## src/rtl/sensor_cfg_pkg.sv

```systemverilog
// Shared definitions for the sensor configuration sequencer: state encoding,
// table entry field positions and the delay-op register marker.
package sensor_cfg_pkg;

  localparam int unsigned ENTRY_W  = 16;
  localparam int unsigned REG_MSB  = 15;
  localparam int unsigned REG_LSB  = 8;
  localparam int unsigned DATA_MSB = 7;
  localparam int unsigned DATA_LSB = 0;

  localparam logic [7:0] DELAY_OP_REG = 8'hFF;

  localparam logic [3:0] ST_IDLE  = 4'd0;
  localparam logic [3:0] ST_FETCH = 4'd1;
  localparam logic [3:0] ST_LATCH = 4'd2;
  localparam logic [3:0] ST_ISSUE = 4'd3;
  localparam logic [3:0] ST_WAIT  = 4'd4;
  localparam logic [3:0] ST_GAP   = 4'd5;
  localparam logic [3:0] ST_DONE  = 4'd6;
  localparam logic [3:0] ST_ERROR = 4'd7;

  typedef enum logic [3:0] {
    S_IDLE  = ST_IDLE,
    S_FETCH = ST_FETCH,
    S_LATCH = ST_LATCH,
    S_ISSUE = ST_ISSUE,
    S_WAIT  = ST_WAIT,
    S_GAP   = ST_GAP,
    S_DONE  = ST_DONE,
    S_ERROR = ST_ERROR
  } cfg_state_e;

  // Counter width helper; never returns less than one bit.
  function automatic int unsigned cnt_width(input int unsigned max_val);
    int unsigned w;
    w = $clog2(max_val + 1);
    return (w < 1) ? 1 : w;
  endfunction

endpackage

```

## src/rtl/sensor_cfg_sequencer.sv

```systemverilog
// Walks the configuration table and issues each entry as one I2C register
// write with gap, retry and watchdog. Optional SENSOR_CFG_DELAY_OP_EN turns
// reg_address 8'hFF entries into data*256-cycle pauses.
module sensor_cfg_sequencer
  import sensor_cfg_pkg::*;
#(
  parameter logic [5:0]  DEV_ADDR     = 6'h29,
  parameter int unsigned NUM_ENTRIES  = 16,
  parameter int unsigned IDX_W        = 4,
  parameter int unsigned MAX_RETRIES  = 3,
  parameter int unsigned GAP_CYCLES   = 1000,
  parameter int unsigned WAIT_TIMEOUT = 100000
) (
  input  logic               clk,
  input  logic               reset,
  input  logic               go,
  output logic [IDX_W-1:0]   tbl_index,
  input  logic [ENTRY_W-1:0] tbl_entry,
  output logic [5:0]         wr_dev_address,
  output logic [7:0]         wr_reg_address,
  output logic [7:0]         wr_data,
  output logic               wr_start,
  input  logic               wr_done,
  input  logic               wr_failure,
  output logic               busy,
  output logic               config_done,
  output logic               config_error,
  output logic [IDX_W-1:0]   err_index,
  output logic [3:0]         state_out
);

  localparam int unsigned GAP_W  = cnt_width(GAP_CYCLES);
  localparam int unsigned WAIT_W = cnt_width(WAIT_TIMEOUT);
  localparam int unsigned RTY_W  = cnt_width(MAX_RETRIES);
`ifdef SENSOR_CFG_DELAY_OP_EN
  // The watchdog doubles as the delay-op timer (up to 255*256 cycles).
  localparam int unsigned WDOG_W = (WAIT_W > 16) ? WAIT_W : 16;
`else
  localparam int unsigned WDOG_W = WAIT_W;
`endif
  localparam logic [IDX_W-1:0] LAST_IDX = IDX_W'(NUM_ENTRIES - 1);

  cfg_state_e        r_state, w_state_nxt;
  logic [IDX_W-1:0]  r_idx, w_idx_nxt;
  logic [RTY_W-1:0]  r_retry, w_retry_nxt;
  logic [GAP_W-1:0]  r_gap, w_gap_nxt;
  logic [WDOG_W-1:0] r_wdog, w_wdog_nxt;
  logic              r_reissue, w_reissue_nxt;
  logic [5:0]        r_dev, w_dev_nxt;
  logic [7:0]        r_reg, w_reg_nxt;
  logic [7:0]        r_data, w_data_nxt;
  logic              r_start, w_start_nxt;
  logic              r_busy, w_busy_nxt;
  logic              r_done, w_done_nxt;
  logic              r_error, w_error_nxt;
  logic [IDX_W-1:0]  r_err_idx, w_err_idx_nxt;
  logic              w_ok, w_fail;
`ifdef SENSOR_CFG_DELAY_OP_EN
  logic              r_delay, w_delay_nxt;
`endif

  // State and datapath registers
  always_ff @(posedge clk or negedge reset) begin
    if (!reset) begin
      r_state   <= S_IDLE;
      r_idx     <= '0;
      r_retry   <= '0;
      r_gap     <= '0;
      r_wdog    <= '0;
      r_reissue <= 1'b0;
      r_dev     <= '0;
      r_reg     <= '0;
      r_data    <= '0;
      r_start   <= 1'b0;
      r_busy    <= 1'b0;
      r_done    <= 1'b0;
      r_error   <= 1'b0;
      r_err_idx <= '0;
`ifdef SENSOR_CFG_DELAY_OP_EN
      r_delay   <= 1'b0;
`endif
    end else begin
      r_state   <= w_state_nxt;
      r_idx     <= w_idx_nxt;
      r_retry   <= w_retry_nxt;
      r_gap     <= w_gap_nxt;
      r_wdog    <= w_wdog_nxt;
      r_reissue <= w_reissue_nxt;
      r_dev     <= w_dev_nxt;
      r_reg     <= w_reg_nxt;
      r_data    <= w_data_nxt;
      r_start   <= w_start_nxt;
      r_busy    <= w_busy_nxt;
      r_done    <= w_done_nxt;
      r_error   <= w_error_nxt;
      r_err_idx <= w_err_idx_nxt;
`ifdef SENSOR_CFG_DELAY_OP_EN
      r_delay   <= w_delay_nxt;
`endif
    end
  end

  // Next-state and next-output logic
  always_comb begin
    w_state_nxt   = r_state;
    w_idx_nxt     = r_idx;
    w_retry_nxt   = r_retry;
    w_gap_nxt     = r_gap;
    w_wdog_nxt    = r_wdog;
    w_reissue_nxt = r_reissue;
    w_dev_nxt     = r_dev;
    w_reg_nxt     = r_reg;
    w_data_nxt    = r_data;
    w_done_nxt    = r_done;
    w_error_nxt   = r_error;
    w_err_idx_nxt = r_err_idx;
    w_ok          = 1'b0;
    w_fail        = 1'b0;
`ifdef SENSOR_CFG_DELAY_OP_EN
    w_delay_nxt   = r_delay;
`endif

    case (r_state)
      S_IDLE, S_DONE, S_ERROR: begin
        if (go) begin
          w_done_nxt    = 1'b0;
          w_error_nxt   = 1'b0;
          w_err_idx_nxt = '0;
          w_idx_nxt     = '0;
          w_retry_nxt   = '0;
          w_state_nxt   = S_FETCH;
        end
      end
      S_FETCH: w_state_nxt = S_LATCH;
      S_LATCH: begin
        w_dev_nxt   = DEV_ADDR;
        w_reg_nxt   = tbl_entry[REG_MSB:REG_LSB];
        w_data_nxt  = tbl_entry[DATA_MSB:DATA_LSB];
        w_state_nxt = S_ISSUE;
`ifdef SENSOR_CFG_DELAY_OP_EN
        w_delay_nxt = 1'b0;
        if (tbl_entry[REG_MSB:REG_LSB] == DELAY_OP_REG) begin
          w_delay_nxt = 1'b1;
          w_wdog_nxt  = WDOG_W'({tbl_entry[DATA_MSB:DATA_LSB], 8'h00});
          w_state_nxt = S_WAIT;
        end
`endif
      end
      S_ISSUE: begin
        w_wdog_nxt  = WDOG_W'(WAIT_TIMEOUT);
        w_state_nxt = S_WAIT;
      end
      S_WAIT: begin
`ifdef SENSOR_CFG_DELAY_OP_EN
        if (r_delay) begin
          if (r_wdog <= WDOG_W'(1)) w_ok = 1'b1;
          else                      w_wdog_nxt = r_wdog - WDOG_W'(1);
        end else
`endif
        // wr_done takes priority over a watchdog expiring in the same cycle
        if (wr_done) begin
          w_ok   = !wr_failure;
          w_fail = wr_failure;
        end else if (r_wdog == WDOG_W'(1)) begin
          w_fail = 1'b1;
        end else begin
          w_wdog_nxt = r_wdog - WDOG_W'(1);
        end

        if (w_ok) begin
          if (r_idx == LAST_IDX) begin
            w_done_nxt  = 1'b1;
            w_state_nxt = S_DONE;
          end else begin
            w_idx_nxt     = r_idx + IDX_W'(1);
            w_retry_nxt   = '0;
            w_gap_nxt     = GAP_W'(GAP_CYCLES);
            w_reissue_nxt = 1'b0;
            w_state_nxt   = S_GAP;
          end
        end else if (w_fail) begin
          if (r_retry < RTY_W'(MAX_RETRIES)) begin
            w_retry_nxt   = r_retry + RTY_W'(1);
            w_gap_nxt     = GAP_W'(GAP_CYCLES);
            w_reissue_nxt = 1'b1;
            w_state_nxt   = S_GAP;
          end else begin
            w_error_nxt   = 1'b1;
            w_err_idx_nxt = r_idx;
            w_state_nxt   = S_ERROR;
          end
        end
      end
      S_GAP: begin
        if (r_gap <= GAP_W'(1)) begin
          w_gap_nxt   = '0;
          w_state_nxt = r_reissue ? S_ISSUE : S_FETCH;
        end else begin
          w_gap_nxt = r_gap - GAP_W'(1);
        end
      end
      default: w_state_nxt = S_IDLE;
    endcase

    // Registered outputs follow the state being entered
    w_start_nxt = (w_state_nxt == S_ISSUE);
    w_busy_nxt  = !((w_state_nxt == S_IDLE) || (w_state_nxt == S_DONE) ||
                    (w_state_nxt == S_ERROR));
  end

  assign tbl_index      = r_idx;
  assign wr_dev_address = r_dev;
  assign wr_reg_address = r_reg;
  assign wr_data        = r_data;
  assign wr_start       = r_start;
  assign busy           = r_busy;
  assign config_done    = r_done;
  assign config_error   = r_error;
  assign err_index      = r_err_idx;
  assign state_out      = r_state;

endmodule

```

## config.mk

```make
export PLATFORM = sky130hd
export DESIGN_NAME = sensor_cfg_sequencer
export DESIGN_NICKNAME = d
export VERILOG_FILES = /design/src/rtl/sensor_cfg_pkg.sv /design/src/rtl/sensor_cfg_sequencer.sv
export SDC_FILE = /design/constraint.sdc
export NUM_CORES = 1
export LEC_CHECK = 0
export BUFFER_PORTS_ARGS = -buffer_cell sky130_fd_sc_hd__buf_4
export CAP_MARGIN = 20
export CORE_ASPECT_RATIO = 0.7
export CORE_UTILIZATION = 40
export DETAILED_ROUTE_END_ITERATION = 10
export GPL_ROUTABILITY_DRIVEN = 0
export HOLD_SLACK_MARGIN = 0.08
export PLACE_DENSITY = 0.74
export SYNTH_ARGS = -nofsm -noshare
export SYNTH_HDL_FRONTEND = slang
export SYNTH_SLANG_ARGS = --single-unit
```

## constraint.sdc

```tcl
create_clock -name clk -period 2.4 [get_ports clk]
set_clock_uncertainty 0.2 [all_clocks]
set_input_delay 0 -clock clk [delete_from_list [all_inputs] [get_ports clk]]
set_output_delay 0 -clock clk [all_outputs]
set_load 0.02 [all_outputs]
```

==> flow_summary.yaml, run 1 <==
floorplan:
  die_width_um: 110
  die_area_um2: 8510
  i_o_pin_count: 59
  start_util: 0.413
  die_h_um: 77.5
  floorplan.rows: 27
  core_area_um2: 7870
global_route:
  grt_overflow: 0
  initial_antenna_violation_count: 0
  grt_pass1_vias: 2705
  largest_net_degree_at_the_start_of_global_routing: 64
  grt_use_total: 0.202
  grt_pass1_wl_mm: 13.0
flow_run:
  maxCapViolCount: 0
worst_setup_path:
  timing.critical_path.slowest_stage_cell: "sky130_fd_sc_hd__or4_4"
  critical_path.most_common_cell: "sky130_fd_sc_hd__or4_4"
  cp.arrival_ns: 2.45
  timing.critical_path.required_ns: 2.41
  endpoint_class_of_the_critical_path: "flip-flop"
  timing.setup.critical_path_class: "flip-flop to flip-flop"
  cp_slowest_stage_delay_ns: 0.53
  critical_path_peak_fanout: 5
  critPathLaunchType: "flip-flop"
  worstPathCellList: "or4_4 -> or4_4 -> o21a_4 -> nor4_4 -> mux2_2"
  worst_path_dominant_cell_family: "simple AND/OR/NAND/NOR gates"
  critical_path_buf_inv_count: 0
timing:
  worst_slew_margin_relative_to_its_limit: 0.465
  hold_slack_ns: 0.0871
  timing_max_transition_violations_final: 0
  grt_setup_unrepaired: "true"
  layout_worst_path_cycle_share: 1.02
  achievable-frequency_mhz: 410
  hold_violations: 0
  worst_slew_pin_slew_ns: 0.803
  timing.final.ws_setup_ns: -0.0400
  final_setup_viols: 2
  final_period_minus_worst_setup_slack_ns: 2.44
cts:
  tritoncts: "done"
  cts-buffers-inserted: 9
  cts.reportedPaths.clkPinSlew_ns: 0.05
  cts.htree.levels: 3
  clk-insertion-delay-late_ns: 0.33
  cts-root-buf: "sky130_fd_sc_hd__clkbuf_16"
  clock-sinks: 63
  cts-root-to-sink-buffers: 2
synth:
  share_of_the_yosys_chip_area_belonging_to_registers: 0.484
  synth-async-reset-ratio: 1.00
  netlist_area_um2: 3250
  syn_inst: 307
  synth-edff-count: 0
  yosys.cell_types.count: 60
  syn-mean-instance-area_um2: 10.6
  synth.ff_latch_count: 63
  synth_flop_cell: "sky130_fd_sc_hd__dfrtp_1"
  ys.warnings.count: 0
routing:
  drt-vias-per-instance: 5.41
  detail_route.iter0.violations: 156
  via_count: 2819
  drt-wirelength-per-cell_um: 15.5
  detail_route.wirelength_mm: 8.08
  postRouteAntennaNets: 0
  drt_drc_violations_left: 0
  detailedRoute.firstPassIterationCount: 4
layout:
  diodes: 0
  drive_gt1_frac: 0.357
  area_delta_synth_final_pct: 39.6
  fin_nets: 442
power:
  peakVddDrop_mv: 0.667
  power.density_cell_area_nw_per_um2: 920
  static_leakage_nw: 2.02
  total_power_w: 0.00418
worst_hold_path:
  worst_min_delay_path_class: "input pin to asynchronous set/reset pin"
status:
  failing_checks: "negative setup slack"
  status: "finished with violations"
placed_design:
  dp_hpwl_mm: 5.61
  count_of_input_and_output_buffers: 55
  pre_cts_slack_ns: -0.0598
## per-layer routing
layer / wire [µm] / global-route usage / vias to the layer above / share of wire
met3: 484 / 0.0538 / 12 / 0.060
met5: 0 / 0 / - / 0
met1: 3820 / 0.283 / 1346 / 0.47
li1: - / - / 1352 / -
met2: 3670 / 0.303 / 109 / 0.45
met4: 110 / 0.0640 / 0 / 0.014
## state kept, by name, indices dropped and copies added, names as in the netlist
| signal | count |
|---|---|
| busy | 1 |
| config_done | 1 |
| config_error | 1 |
| err_index | 4 |
| r_gap | 10 |
| r_reissue | 1 |
| r_retry | 2 |
| r_wdog | 17 |
| state_out | 4 |
| tbl_index | 4 |
| wr_data | 8 |
| wr_dev_address | 1 |
| wr_reg_address | 8 |
| wr_start | 1 |
## cells in the mapped netlist (all sizes together) (2+ instances only)
cell type / number / area (µm²)
a21o: 2 / 15.0
a21oi: 7 / 35.0
a221oi: 2 / 17.5
a22o: 5 / 43.8
a31oi: 6 / 37.5
a41oi: 4 / 35.0
and2: 3 / 18.8
buf: 10 / 76.3
clkbuf: 7 / 26.3
dfrtp: 63 / 1580
ha: 6 / 75.1
inv: 8 / 30.0
mux2: 20 / 225
mux2i: 6 / 60.1
nand2: 18 / 67.6
nand2b: 3 / 18.8
nand3: 11 / 60.1
nand4: 3 / 18.8
nor2: 28 / 108
nor2b: 3 / 18.8
nor3: 12 / 60.1
nor3b: 5 / 37.5
nor4: 6 / 67.6
o2111ai: 2 / 17.5
o211ai: 3 / 22.5
o21ai: 10 / 53.8
o21bai: 3 / 26.3
o2bb2ai: 2 / 17.5
o31ai: 4 / 30.0
o32a: 2 / 20.0
o41ai: 2 / 17.5
or2: 3 / 18.8
or3: 9 / 56.3
or4: 6 / 48.8
xnor2: 2 / 17.5
xor2: 6 / 52.6
## layout make-up
type | count | area (µm²)
clock buffers | 9 | 225
clock inverters | 7 | 72.6
fillers | 640 | 3330
inverters | 8 | 30.0
multi-input cells | 222 | 1630
flip-flops and latches | 63 | 1580
well taps | 101 | 126
repair buffers | 111 | 883
## power by group
group | internal (W) | switching (W) | total (W)
logic | 0.000638 | 0.000719 | 0.00136
clock network | 0.000804 | 0.000490 | 0.00129
registers | 0.00133 | 0.000200 | 0.00153
total | 0.00277 | 0.00141 | 0.00418
## logic make-up after synthesis
family,share of synthesized area
AO/OA/AOI/OAI,0.141
XOR/XNOR,0.0215
adder cells (fa/ha/maj),0.0231
buffers and inverters,0.0408
flip-flops,0.484
multiplexers,0.0877
other,0.00115
AND/OR/NAND/NOR,0.201
## metrics by stage
step	setup TNS [ns]	area, µm²	std cells	util
final	-0.0738	4540	521	0.577
after global routing	-0.369	4540	521	0.577
after CTS	-0.131	4490	520	0.571
after detailed placement	-0.153	3970	484	0.505
after global placement	-0.0457	3970	484	0.505
after floorplan	-0.114	3270	310	-
## cells in the final DEF, fill, tap and decap left out, types with 3 or more instances in the layout
cell                             n
sky130_fd_sc_hd__buf_4          91
sky130_fd_sc_hd__dfrtp_1        61
sky130_fd_sc_hd__nor2_1         27
sky130_fd_sc_hd__mux2_2         20
sky130_fd_sc_hd__dlygate4sd3_1  20
sky130_fd_sc_hd__nand2_1        17
sky130_fd_sc_hd__nor3_1         11
sky130_fd_sc_hd__nand3_1        10
sky130_fd_sc_hd__clkbuf_16       9
sky130_fd_sc_hd__inv_1           8
sky130_fd_sc_hd__or3_1           8
sky130_fd_sc_hd__o21ai_0         7
sky130_fd_sc_hd__a21oi_1         7
sky130_fd_sc_hd__mux2i_1         6
sky130_fd_sc_hd__a31oi_1         6
sky130_fd_sc_hd__xor2_1          6
sky130_fd_sc_hd__ha_1            6
sky130_fd_sc_hd__nor3b_1         5
sky130_fd_sc_hd__a22o_1          5
sky130_fd_sc_hd__or4_1           4
sky130_fd_sc_hd__nor4_1          4
sky130_fd_sc_hd__o31ai_1         4
sky130_fd_sc_hd__conb_1          4
sky130_fd_sc_hd__nor2b_1         3
sky130_fd_sc_hd__and2_1          3
sky130_fd_sc_hd__nand2b_1        3
sky130_fd_sc_hd__or2_2           3
sky130_fd_sc_hd__a41oi_1         3
sky130_fd_sc_hd__o211ai_1        3
sky130_fd_sc_hd__nand4_1         3
## repair_timing
action                     CTS  global route
setup endpoints to repair   10            18
resized for setup            4             9
hold buffers                20             0
hold endpoints to repair   100             0
pin swaps                    0             2
buffers inserted             0             1
cloned                       0             0
## path summary, 6_finish.rpt
path                                              from  slack [ns]                        to  depth (start not counted)
worst max-delay path            r_wdog[14]$_DFFE_PN0P_       -0.04    r_retry[1]$_DFFE_PN0P_                          5
worst min-delay path                             reset        0.09  err_index[0]$_DFFE_PN0P_                          2
worst max register to register  r_wdog[14]$_DFFE_PN0P_       -0.04    r_retry[1]$_DFFE_PN0P_                          5
worst min register to register   r_reissue$_DFFE_PN0P_        0.31     r_reissue$_DFFE_PN0P_                          2
max in group asynchronous                        reset        1.32    state_out[0]$_DFF_PN0_                          2
min in group clk                          tbl_entry[4]        0.24    wr_data[4]$_DFFE_PN0P_                          3
Note: power is estimated with default switching activity, not from simulation.
==> run 2: changes to the inputs <==
Settings changed: MAX_ROUTING_LAYER from default to met4.
==> run 2 against run 1 <==
Compared with the run above: the run still ends with negative setup slack left; sequential cell count stayed put; count of clock-buffer cells in the layout stayed put; sequential share of layout area unchanged; via count up 0.67%; combinational power about the same.
==> flow_summary.yaml, run 2 (synthesis results as in run 1) <==
timing:
  hold_violations: 0
  worst_slew_margin_relative_to_its_limit: 0.465
  timing_max_transition_violations_final: 0
  worst_slew_pin_slew_ns: 0.802
  final_period_minus_worst_setup_slack_ns: 2.44
  final_setup_viols: 2
  timing.final.ws_setup_ns: -0.0402
  layout_worst_path_cycle_share: 1.02
  achievable-frequency_mhz: 410
  grt_setup_unrepaired: "true"
  setup-tns-final_ns: -0.0749
global_route:
  grt_use_total: 0.209
  grt_pass1_vias: 2707
  largest_net_degree_at_the_start_of_global_routing: 64
  grt_overflow: 0
  grt_pass1_wl_mm: 13.1
  initial_antenna_violation_count: 0
layout:
  largest_reg_flops: 17
  diodes: 0
  fill_cells: 640
  area_used_by_multi_input_combinational_logic_um2: 1630
  sequential_cell_area_in_the_final_layout_um2: 1580
  regMostFlops: "r_wdog"
  area_delta_synth_final_pct: 39.6
  finalNonFillerCells: 521
  layout.cells.most_common: "sky130_fd_sc_hd__buf_4"
  layout_top_registers: "r_wdog x17, r_gap x10"
  most-common-layout-cells: "sky130_fd_sc_hd__buf_4 (91), sky130_fd_sc_hd__dfrtp_1 (61), sky130_fd_sc_hd__nor2_1 (27)"
  final_util: 0.577
  fin_nets: 442
  drive_gt1_frac: 0.357
flow_run:
  maxCapViolCount: 0
worst_setup_path:
  cp-endpoint: "r_retry[1]$_DFFE_PN0P_"
  crit-reg2reg-capture: "r_retry[1]$_DFFE_PN0P_"
  endpoint_class_of_the_critical_path: "flip-flop"
  cp.arrival_ns: 2.46
  worst_r2r_startpoint: "r_wdog[14]$_DFFE_PN0P_"
  critPathLaunchType: "flip-flop"
  timing.setup.critical_path_class: "flip-flop to flip-flop"
  reg2reg_setup_slack_ns: -0.04
  timing.critical_path.required_ns: 2.42
  startpoint: "r_wdog[14]$_DFFE_PN0P_"
  critical_path_peak_fanout: 5
  rr_worst_depth: 5
floorplan:
  start_util: 0.413
  die_area_um2: 8510
  floorplan.rows: 27
  i_o_pin_count: 59
  die_width_um: 110
  core_area_um2: 7870
  die_h_um: 77.5
cts:
  clk-insertion-delay-late_ns: 0.33
  cts.reportedPaths.clkPinSlew_ns: 0.05
  cts-buffers-inserted: 9
  clock-sinks: 63
  tritoncts: "done"
  cts-root-buf: "sky130_fd_sc_hd__clkbuf_16"
  cts-root-to-sink-buffers: 2
  cts.htree.levels: 3
placed_design:
  dp_hpwl_mm: 5.61
  placed_cells: 484
  count_of_input_and_output_buffers: 55
routing:
  highest-signal-layer: "met4"
  drt-vias-per-instance: 5.45
  detailedRoute.firstPassIterationCount: 4
  drt_drc_violations_left: 0
  detail_route.wirelength_mm: 8.14
  routed-wl-met2_mm: 3.65
  drt-met1-wl_mm: 3.89
  detail_route.iter0.violations: 142
  via_count: 2838
  drt-wirelength-per-cell_um: 15.6
  wl_met3_um: 505
  postRouteAntennaNets: 0
status:
  failing_checks: "negative setup slack"
  status: "finished with violations"
power:
  peakVddDrop_mv: 0.667
  power.density_cell_area_nw_per_um2: 921
  static_leakage_nw: 2.02
worst_hold_path:
  worst_min_delay_path_class: "input pin to asynchronous set/reset pin"
## run 2: cell counts in the layout (fill, tap and decap cells not counted)
Identical to the previous run, type by type.
## run 2: through the flow
step	cell area, µm²	setup WS, ns	power, W	hold WS [ns]
after floorplan	3270	-0.0857	0.00231	-0.496
after global placement	3970	-0.0229	0.00279	-0.0647
after detailed placement	3970	-0.0598	0.00284	-0.0630
after CTS	4490	-0.0683	0.00418	0.129
after global routing	4540	-0.130	0.00442	0.169
final	4540	-0.0402	0.00418	0.0862
## run 2: what timing repair did
item                                   4_1_cts  5_1_grt
resized for setup                            4        9
gates cloned                                 0        0
endpoints found under the hold margin      100        0
buffers inserted                             0        1
pin swaps                                    0        2
hold buffers                                20        0
setup endpoints to repair                   10       18
## run 2: final cells by class
cell class              instances  area share
well taps                     101      0.0278
repair buffers                111       0.194
inverters                       8     0.00661
flip-flops and latches         63       0.348
clock buffers                   9      0.0496
clock inverters                 7      0.0160
multi-input cells             222       0.358
## run 2: worst min-delay path by stage
stage           from                        to  slack, ns  cells after the start
2_1_floorplan  reset            busy$_DFF_PN0_      -0.50                      0
3_3_place_gp   reset     r_wdog[8]$_DFFE_PN0P_      -0.06                      1
3_5_place_dp   reset  err_index[0]$_DFFE_PN0P_      -0.06                      1
4_1_cts        reset  err_index[0]$_DFFE_PN0P_       0.13                      2
5_1_grt        reset  err_index[0]$_DFFE_PN0P_       0.17                      2
6_report       reset  err_index[0]$_DFFE_PN0P_       0.09                      2
## run 2: per-layer routing
metal | GRT usage | vias to the layer above
met4 | 0.0640 | 0
li1 | - | 1355
met5 | - | -
met3 | 0.0563 | 12
met2 | 0.303 | 105
met1 | 0.284 | 1366
## run 2: power breakdown
group          internal [W]  leakage, nW  switching (W)
logic              0.000638         1.10       0.000720
clock network      0.000804        0.142       0.000492
registers           0.00133        0.774       0.000201
## run 2: worst max-delay path, cell delays in order, from the launching register on
cell and delay, ns:
sky130_fd_sc_hd__dfrtp_1 0.37, sky130_fd_sc_hd__or4_4 0.53, sky130_fd_sc_hd__or4_4 0.47, sky130_fd_sc_hd__o21a_4 0.23, sky130_fd_sc_hd__nor4_4 0.16, sky130_fd_sc_hd__mux2_2 0.36
==> run 3: changes to the inputs <==
Settings changed: CAP_MARGIN 20 to default, PLACE_DENSITY 0.74 to default, PLACE_DENSITY_LB_ADDON from default to 0.12.
==> run 3 against run 2 <==
Compared with the run above: the flow still finishes with violations (negative setup slack); hold slack better by 0.011 ns; cell count fell by 0.96%; setup slack worse by 0.022 ns; fmax is 0.89% lower; critical path type unchanged; critical endpoint is now r_retry[0]$_DFFE_PN0P_.
==> flow_summary.yaml, run 3 (synthesis results as in run 1) <==
status:
  status: "finished with violations"
  failing_checks: "negative setup slack"
layout:
  most-common-layout-cells: "sky130_fd_sc_hd__buf_4 (85), sky130_fd_sc_hd__dfrtp_1 (61), sky130_fd_sc_hd__nor2_1 (27)"
  drive_gt1_frac: 0.340
  final_util: 0.571
  fin_nets: 437
  fill_cells: 704
  area_delta_synth_final_pct: 38.1
  diodes: 0
  sequential_cell_area_in_the_final_layout_um2: 1580
  area_used_by_multi_input_combinational_logic_um2: 1610
  regMostFlops: "r_wdog"
  layout.cells.most_common: "sky130_fd_sc_hd__buf_4"
  layout_top_registers: "r_wdog x17, r_gap x10"
  largest_reg_flops: 17
  finalNonFillerCells: 516
timing:
  timing.final.ws_setup_ns: -0.0621
  achievable-frequency_mhz: 406
  worst_slew_margin_relative_to_its_limit: 0.460
  final_setup_viols: 3
  hold_slack_ns: 0.0969
  hold_violations: 0
  worst_slew_pin_slew_ns: 0.810
  final_period_minus_worst_setup_slack_ns: 2.46
  timing_max_transition_violations_final: 0
  grt_setup_unrepaired: "true"
  layout_worst_path_cycle_share: 1.03
global_route:
  largest_net_degree_at_the_start_of_global_routing: 64
  grt_use_total: 0.206
  initial_antenna_violation_count: 0
  grt_overflow: 0
  grt_pass1_vias: 2584
  grt_pass1_wl_mm: 12.9
worst_setup_path:
  startpoint: "r_wdog[14]$_DFFE_PN0P_"
  worstPathCellList: "or4_4 -> or4_4 -> o21a_1 -> nor4_4 -> mux2_2"
  timing.critical_path.required_ns: 2.41
  cp_slowest_stage_delay_ns: 0.54
  endpoint_class_of_the_critical_path: "flip-flop"
  critPathLaunchType: "flip-flop"
  timing.critical_path.slowest_stage_cell: "sky130_fd_sc_hd__or4_4"
  timing.setup.critical_path_class: "flip-flop to flip-flop"
  cp.arrival_ns: 2.47
  worst_path_dominant_cell_family: "simple AND/OR/NAND/NOR gates"
  critical_path.most_common_cell: "sky130_fd_sc_hd__or4_4"
  worst_r2r_startpoint: "r_wdog[14]$_DFFE_PN0P_"
  critical_path_peak_fanout: 4
  critical_path_buf_inv_count: 0
routing:
  detail_route.wirelength_mm: 7.67
  postRouteAntennaNets: 0
  via_count: 2734
  drt-wirelength-per-cell_um: 14.9
  detailedRoute.firstPassIterationCount: 4
  drt-vias-per-instance: 5.30
  drt_drc_violations_left: 0
  detail_route.iter0.violations: 154
cts:
  cts-buffers-inserted: 9
  cts.reportedPaths.clkPinSlew_ns: 0.05
  clock-sinks: 63
  cts-root-buf: "sky130_fd_sc_hd__clkbuf_16"
  clk-insertion-delay-late_ns: 0.33
  tritoncts: "done"
  cts-root-to-sink-buffers: 2
  cts.htree.levels: 3
  cts.repair_timing.setup_buffer_count: 0
placed_design:
  placed_cells: 479
  dp_hpwl_mm: 5.35
  count_of_input_and_output_buffers: 55
floorplan:
  core_area_um2: 7870
  start_util: 0.413
  floorplan.rows: 27
  i_o_pin_count: 59
  die_h_um: 77.5
  die_width_um: 110
  die_area_um2: 8510
power:
  peakVddDrop_mv: 0.469
  power.density_cell_area_nw_per_um2: 915
  total_power_w: 0.00411
  static_leakage_nw: 2.00
flow_run:
  maxCapViolCount: 0
worst_hold_path:
  worst_min_delay_path_class: "input pin to asynchronous set/reset pin"
==> run 3: area by class of cell <==
cell class	count	share of cell area
clock buffer	14	0.0632
clock inverter	2	0.00278
inverter	8	0.00668
multi-input combinational	222	0.359
sequential	63	0.351
tap	101	0.0281
timing repair buffer	106	0.189
==> run 3: layer usage <==
metal / track usage / share of wire
met5: - / 0
met2: 0.271 / 0.43
met3: 0.0714 / 0.050
met1: 0.297 / 0.52
met4: 0.0573 / 0.0072
==> run 3: worst register-to-register path: cells and delay by family, from the launching register on <==
family | cells | cell delay, ns
and+or+nand+nor | 3 | 1.18
AOI/OAI and AO/OA | 1 | 0.23
DFF | 1 | 0.37
muxes | 1 | 0.37
==> run 3: worst paths after layout <==
kind	cells past startpoint	end	slack (ns)
setup / recovery	5	r_retry[0]$_DFFE_PN0P_	-0.06
max in group asynchronous	2	state_out[1]$_DFF_PN0_	1.31
hold reg to reg	1	wr_reg_address[3]$_DFFE_PN0P_	0.31
setup reg to reg	5	r_retry[0]$_DFFE_PN0P_	-0.06
hold / removal	2	r_gap[9]$_DFFE_PN0P_	0.1
min in group clk	3	wr_data[6]$_DFFE_PN0P_	0.25
==> run 3: metrics by stage <==
stage	setup slack, ns	instance area [µm²]	TNS, ns
detailed placement	-0.0853	3940	-0.336
global placement	-0.0382	3940	-0.107
global route	-0.146	4490	-0.991
floorplan	-0.0857	3270	-0.114
finish	-0.0621	4490	-0.129
CTS	-0.0729	4460	-0.135
==> run 3: report_power, final <==
group | leakage (nW) | switching [W] | total [W] | internal, W
registers | 0.774 | 0.000206 | 0.00153 | 0.00133
clock network | 0.145 | 0.000439 | 0.00125 | 0.000809
logic | 1.08 | 0.000702 | 0.00133 | 0.000631
==> run 3: repair_timing <==
action / 4_1_cts / 5_1_grt
hold endpoints to repair: 107 / 0
setup endpoints to repair: 7 / 16
hold buffers: 21 / 0
gates resized for setup: 5 / 5
